[config.mk]
export PLATFORM = sky130hd
export DESIGN_NAME = sr_flag_arbiter_flat
export DESIGN_NICKNAME = d
export VERILOG_FILES = /design/src/rtl/sr_pkg.sv /design/src/rtl/sr_flag_arbiter_if.sv /design/src/rtl/rr_arbiter.sv /design/src/rtl/sr_flag_arbiter.sv /design/src/flat_wrapper.sv
export SDC_FILE = /design/constraint.sdc
export NUM_CORES = 1
export LEC_CHECK = 0
export CAP_MARGIN = 30
export CORE_MARGIN = 4
export CORE_UTILIZATION = 41
export DETAILED_ROUTE_END_ITERATION = 7
export PLACE_DENSITY = 0.76
export SETUP_SLACK_MARGIN = 0.1
export SYNTH_ARGS = -nofsm -noshare
export SYNTH_HDL_FRONTEND = slang
export SYNTH_SLANG_ARGS = --single-unit
[constraint.sdc]
create_clock -name clk -period 2.8 [get_ports clk]
set_clock_uncertainty 0.15 [all_clocks]
set_input_delay 0.7 -clock clk [delete_from_list [all_inputs] [get_ports clk]]
set_output_delay 0.7 -clock clk [all_outputs]
set_load 0.01 [all_outputs]
[src/rtl/sr_pkg.sv]
// Shared definitions for the SR flag arbiter: command encodings, default sizes
// and a small width helper used by the interface and every module.
package sr_pkg;

  typedef enum logic [1:0] {
    OP_HOLD = 2'b00,
    OP_RST  = 2'b01,
    OP_SET  = 2'b10,
    OP_ILL  = 2'b11
  } op_e;

  localparam int NREQ_DEF  = 4;
  localparam int NFLAG_DEF = 8;
  localparam int CNT_W     = 16;

  // Index width for a field that selects one of n items (never zero bits).
  function automatic int idx_w(input int n);
    return (n <= 1) ? 1 : $clog2(n);
  endfunction

  // Only the S=R=1 encoding is a malformed command.
  function automatic logic op_legal(input op_e o);
    return (o != OP_ILL);
  endfunction

endpackage

[src/rtl/sr_flag_arbiter_if.sv]
// Request/command bus between the requesters and the flag arbiter, plus the
// flag bank and error/status outputs that the requesters observe.
interface sr_flag_arbiter_if
  import sr_pkg::*;
#(
  parameter int NREQ  = NREQ_DEF,
  parameter int NFLAG = NFLAG_DEF,
  parameter int IW    = $clog2(NFLAG)
);
  localparam int SW = idx_w(NREQ);

  logic [NREQ-1:0]    req;
  logic [2*NREQ-1:0]  op;
  logic [IW*NREQ-1:0] idx;
  logic               err_clr;

  logic [NREQ-1:0]    gnt;
  logic [NFLAG-1:0]   q;
  logic [NFLAG-1:0]   qbar;
  logic               err;
  logic [SW-1:0]      err_src;
  logic [CNT_W-1:0]   op_cnt;

  modport master (
    output req, op, idx, err_clr,
    input  gnt, q, qbar, err, err_src, op_cnt
  );

  modport slave (
    input  req, op, idx, err_clr,
    output gnt, q, qbar, err, err_src, op_cnt
  );

endinterface

[src/rtl/rr_arbiter.sv]
// Round-robin pick among requesters that are asking and not currently granted;
// owns the rotating search pointer.
module rr_arbiter
  import sr_pkg::*;
#(
  parameter  int NREQ = NREQ_DEF,
  localparam int SW   = idx_w(NREQ)
) (
  input  logic            clk,
  input  logic            rst_n,
  input  logic [NREQ-1:0] req,
  input  logic [NREQ-1:0] mask,
  output logic            win_vld,
  output logic [SW-1:0]   win_idx
);

  logic [SW-1:0]   rr_ptr;
  logic [SW-1:0]   cand;
  logic [NREQ-1:0] elig;

  function automatic logic [SW-1:0] wrap(input int v);
    return (v >= NREQ) ? SW'(v - NREQ) : SW'(v);
  endfunction

  // A requester still showing gnt is masked so a held req is not committed twice.
  assign elig = req & ~mask;

  always_comb begin
    win_vld = 1'b0;
    win_idx = '0;
    cand    = '0;
    for (int k = 0; k < NREQ; k++) begin
      cand = wrap(int'(rr_ptr) + k);
      if (!win_vld && elig[cand]) begin
        win_vld = 1'b1;
        win_idx = cand;
      end
    end
  end

  always_ff @(posedge clk or negedge rst_n) begin
    if (!rst_n) begin
      rr_ptr <= '0;
    end else if (win_vld) begin
      rr_ptr <= wrap(int'(win_idx) + 1);
    end
  end

endmodule

[src/rtl/sr_flag_arbiter.sv]
// Bank of NFLAG set/reset flags shared by NREQ requesters; one winning command
// commits per clock, with a one-cycle grant, sticky error and saturating count.
module sr_flag_arbiter
  import sr_pkg::*;
#(
  parameter int NREQ  = NREQ_DEF,
  parameter int NFLAG = NFLAG_DEF,
  parameter int IW    = $clog2(NFLAG)
) (
  input logic              clk,
  input logic              rst_n,
  sr_flag_arbiter_if.slave bus
);

  localparam int SW = idx_w(NREQ);
  localparam logic [CNT_W-1:0] CNT_MAX = '1;

  logic             win_vld;
  logic [SW-1:0]    win_idx;
  op_e              win_op;
  logic [IW-1:0]    win_tgt;
  logic             cmd_bad;
  logic             commit;
  logic             new_err;

  logic [NREQ-1:0]  gnt;
  logic [NFLAG-1:0] q;
  logic             err;
  logic [SW-1:0]    err_src;
  logic [CNT_W-1:0] op_cnt;

  rr_arbiter #(
    .NREQ (NREQ)
  ) u_arb (
    .clk     (clk),
    .rst_n   (rst_n),
    .req     (bus.req),
    .mask    (gnt),
    .win_vld (win_vld),
    .win_idx (win_idx)
  );

  // Pull the winner's command and target out of the packed per-requester buses.
  always_comb begin
    win_op  = op_e'(bus.op[2*int'(win_idx) +: 2]);
    win_tgt = bus.idx[IW*int'(win_idx) +: IW];
    cmd_bad = !op_legal(win_op) || (int'(win_tgt) >= NFLAG);
    commit  = win_vld && !cmd_bad;
    new_err = win_vld && cmd_bad;
  end

  always_ff @(posedge clk or negedge rst_n) begin
    if (!rst_n) begin
      gnt <= '0;
    end else begin
      gnt <= win_vld ? (NREQ'(1) << win_idx) : '0;
    end
  end

  always_ff @(posedge clk or negedge rst_n) begin
    if (!rst_n) begin
      q <= '0;
    end else if (commit) begin
      for (int f = 0; f < NFLAG; f++) begin
        if (win_tgt == IW'(f)) begin
          if (win_op == OP_SET) begin
            q[f] <= 1'b1;
          end else if (win_op == OP_RST) begin
            q[f] <= 1'b0;
          end
        end
      end
    end
  end

  // A fresh error outranks a simultaneous clear; the source is latched only
  // when the sticky flag is (re)armed, so the first offender is kept.
  always_ff @(posedge clk or negedge rst_n) begin
    if (!rst_n) begin
      err     <= 1'b0;
      err_src <= '0;
    end else if (new_err) begin
      err <= 1'b1;
      if (!err || bus.err_clr) begin
        err_src <= win_idx;
      end
    end else if (bus.err_clr) begin
      err     <= 1'b0;
      err_src <= '0;
    end
  end

  always_ff @(posedge clk or negedge rst_n) begin
    if (!rst_n) begin
      op_cnt <= '0;
    end else if (commit && (op_cnt != CNT_MAX)) begin
      op_cnt <= op_cnt + 1'b1;
    end
  end

  assign bus.gnt     = gnt;
  assign bus.q       = q;
  assign bus.qbar    = ~q;
  assign bus.err     = err;
  assign bus.err_src = err_src;
  assign bus.op_cnt  = op_cnt;

endmodule

[src/flat_wrapper.sv]
// flat-port wrapper written by rule: the top's interface ports become plain ports
module sr_flag_arbiter_flat import sr_pkg::*;
#(
  parameter int NREQ  = NREQ_DEF,
  parameter int NFLAG = NFLAG_DEF,
  parameter int IW    = $clog2(NFLAG)
)
  (clk, rst_n, bus_req, bus_op, bus_idx, bus_err_clr, bus_gnt, bus_q, bus_qbar, bus_err, bus_err_src, bus_op_cnt);
  sr_flag_arbiter_if #(.NREQ(NREQ), .NFLAG(NFLAG), .IW(IW)) bus_i ();
  input logic clk;
  input logic rst_n;
  input wire logic [$bits(bus_i.req)-1:0] bus_req;
  input wire logic [$bits(bus_i.op)-1:0] bus_op;
  input wire logic [$bits(bus_i.idx)-1:0] bus_idx;
  input wire logic [$bits(bus_i.err_clr)-1:0] bus_err_clr;
  output wire logic [$bits(bus_i.gnt)-1:0] bus_gnt;
  output wire logic [$bits(bus_i.q)-1:0] bus_q;
  output wire logic [$bits(bus_i.qbar)-1:0] bus_qbar;
  output wire logic [$bits(bus_i.err)-1:0] bus_err;
  output wire logic [$bits(bus_i.err_src)-1:0] bus_err_src;
  output wire logic [$bits(bus_i.op_cnt)-1:0] bus_op_cnt;
  assign bus_i.req = bus_req;
  assign bus_i.op = bus_op;
  assign bus_i.idx = bus_idx;
  assign bus_i.err_clr = bus_err_clr;
  assign bus_gnt = bus_i.gnt;
  assign bus_q = bus_i.q;
  assign bus_qbar = bus_i.qbar;
  assign bus_err = bus_i.err;
  assign bus_err_src = bus_i.err_src;
  assign bus_op_cnt = bus_i.op_cnt;
  sr_flag_arbiter #(.NREQ(NREQ), .NFLAG(NFLAG), .IW(IW)) u_core (.clk(clk), .rst_n(rst_n), .bus(bus_i));
endmodule
==> results.md <==
- Outcome: finished with violations
- Failing checks: setup timing
- Worst-path clk slew: 0.07 ns
- Post-synth ARST share: 100.0%
- Count of cell types in the netlist: 38
- CTS Buffer Depth: 2
- Synthesized flop and latch total: 33
- Tcrit/Tclk final: 101.3%
- Synth-to-Final Area Change: 61.06%
- First-pass GRT wire length: 8114 um
- Cells after synthesis: 189
- Vias: 1672
- Clock sink total: 33
- Share of cells above drive strength 1: 27.40%
- Fmax: 352.6 MHz
- Rel. slew slack: 51.54%
- Yosys top cell area share: 42.07%
- Leak Pwr: 1.399 nW
- Placer congestion estimate: 0.8130
- Largest cells by area after synthesis: dfrtp_1, mux2i_1, xnor2_1
- Hold buffer count at cts: 0
- GRT Util Overall: 16.99%
- Layout Nets: 315
- CTS tree: yes
- Dpl cell area: 2843 um2
- Crit path capture type: flip-flop
- Inst Count DP: 317
- Clk root buf: clkbuf_8
- Core Area: 4504 um2
- Max IR drop VDD: 621.0 uV
- Fin. Hold Viols: 0
- I/O pin total: 66
- Synthesized net count: 223
- Number of synthesis warnings: 0
- Count of flip-flops with a built-in enable after synthesis: 0
- Commonest non-fill, non-tap cell in the layout: clkdlybuf4s50_1
- Slew @ Worst Pin: 0.7067 ns
- Number of DRC markers in iteration 0: 59
- ANT nets after route: 0
- CTS buffer count: 5
- Worst-skew pair later-pin latency: 0.29 ns
- Drt wl/cell: 15.08 um
- DR vias/cell: 5.021
- Hold crit path type: reg -> reg
- Crit path max fanout: 8
- Final setup margin: -0.03593 ns
- Row cnt: 24
- Critical path class: in -> reg
- I/O Buffers: 65
- Number of diodes: 0
- Die Span Y: 77.20 um
- # Max-Cap Violations: 0
- Post-DP HPWL: 3599 um
- Synthesized cell area: 1963 um2
- Syn avg cell area: 10.39 um2
- Final-layout fill cell count: 348
- Starting Density: 43.58%
- Dominant cell type by area after synthesis: dfrtp_1
- Post-route cell area: 3162 um2
- Ys flop type: dfrtp_1
- Detailed Route WL: 5023 um
- RSZ-0062 raised after global routing: true
- Grt total ovfl: 0
- Final setup fails: 13
- DR pass1 iterations: 4
- Vias in the first global route: 1723
- CP Launch Type: input pin
- DRC violations left: 0
- Seq/Total Area, Yosys: 42.07%
- Initial antenna violation count: 0
- Pins Over Slew Limit: 0
- Hold WS: 0.3403 ns
- Non-Filler Instances: 333
- Post-layout min period: 2.836 ns
- H-tree Lvls: 2
- Post-layout util: 70.19%
- Data arrival, critical path: 2.86 ns
- Power density cells: 1092 nW/um2
- Largest net degree at the start of global routing: 34
- Die ar.: 5959 um2
- Worst path required time: 2.82 ns
- Commonest non-fill, non-tap cells in the layout: clkdlybuf4s50_1, dfrtp_1, buf_4
- Die W: 77.20 um
[final timing paths]
path,start,endpoint,slack [ns],cells past startpoint
max,bus_req[3],u_core.bus.q[2],-0.04,14
min,u_core.bus.op_cnt[15],u_core.bus.op_cnt[15],0.34,1
max reg2reg,u_core.bus.gnt[2],u_core.bus.op_cnt[5],0.03,15
min reg2reg,u_core.bus.op_cnt[15],u_core.bus.op_cnt[15],0.34,1
max in group asynchronous,rst_n,u_core.u_arb.rr_ptr[0],1.52,2
min in group asynchronous,rst_n,u_core.bus.op_cnt[3],0.67,2
[critical path: stages]
cell	delay, ns
buf_6	0.09
nor2b_4	0.11
o21bai_4	0.17
o221ai_4	0.24
buf_6	0.15
inv_4	0.03
nand2_1	0.05
and3_4	0.19
a31oi_4	0.04
ha_2	0.20
and2b_4	0.31
nand2_8	0.11
nor3_2	0.13
mux2_1	0.33
[Yosys cell counts, types with 2 or more instances]
| cell | count |
|---|---|
| mux2_2 | 2 |
| nand2b_1 | 11 |
| mux2_1 | 8 |
| inv_1 | 13 |
| and4_1 | 2 |
| xnor2_1 | 14 |
| nor2_1 | 8 |
| nand4_1 | 5 |
| ha_1 | 7 |
| nand2_1 | 19 |
| nor2b_1 | 3 |
| nand3_1 | 6 |
| a22o_1 | 2 |
| nor3_1 | 4 |
| nor3_2 | 5 |
| and3_1 | 2 |
| a21oi_1 | 2 |
| dfrtp_1 | 33 |
| and2_1 | 6 |
| a31oi_1 | 2 |
| mux2i_1 | 17 |
| o21ai_0 | 2 |
[power by group]
part / total (mW) / internal, mW / switching, mW
clock: 0.429 / 0.258 / 0.171
sequential: 0.844 / 0.650 / 0.194
combinational: 2.18 / 1.16 / 1.02
[through the flow]
step           TNS (ns)  power [mW]  setup slack [ns]
2_1_floorplan    -4.444       1.869           -0.3218
3_3_place_gp     -14.53       2.619           -0.6630
3_5_place_dp     -16.36       2.655           -0.7434
4_1_cts         -0.6043       3.264          -0.08576
5_1_grt          -2.033       3.671           -0.1625
6_report        -0.3258       3.453          -0.03593
[cells by family after synthesis]
kind of cell	share of synthesized area, %
adder cells (fa/ha/maj)	4.461
AO/OA/AOI/OAI	5.991
AND/OR/NAND/NOR	21.93
multiplexers	15.17
buffers and inverters	3.697
flip-flops	42.06
XOR/XNOR	6.692
[registers in the layout, indices dropped and copies added, names as in the netlist]
name,cells
u_core.bus.err,1
u_core.u_arb.rr_ptr,2
u_core.bus.gnt,4
u_core.bus.q,8
u_core.bus.op_cnt,16
u_core.bus.err_src,2
[layer usage]
metal	GRT usage, %	part of all wire, %	vias up
li1	-	-	826
met1	22.85	47	794
met2	26.68	47	45
met3	3.044	4.0	7
met4	7.473	2.0	0
met5	0	0	-
[area by class of cell]
type / count / area (um2) / share of cell area (%)
Sequential cell: 33 / 825.8 / 26.12
Inverter: 13 / 51.30 / 1.622
Clock inverter: 2 / 35.03 / 1.108
Clock buffer: 5 / 68.82 / 2.176
Tap cell: 52 / 65.06 / 2.058
Timing Repair Buffer: 88 / 827.0 / 26.16
Multi-Input combinational cell: 140 / 1289 / 40.76
[timing repair]
| item | CTS | global route |
|---|---|---|
| setup buffers | 4 | 5 |
| resized for setup | 26 | 22 |
| cloned | 0 | 0 |
| endpoints found under the setup margin | 26 | 24 |
| pin swaps | 9 | 19 |
Note: power is estimated with default switching activity, not from simulation.
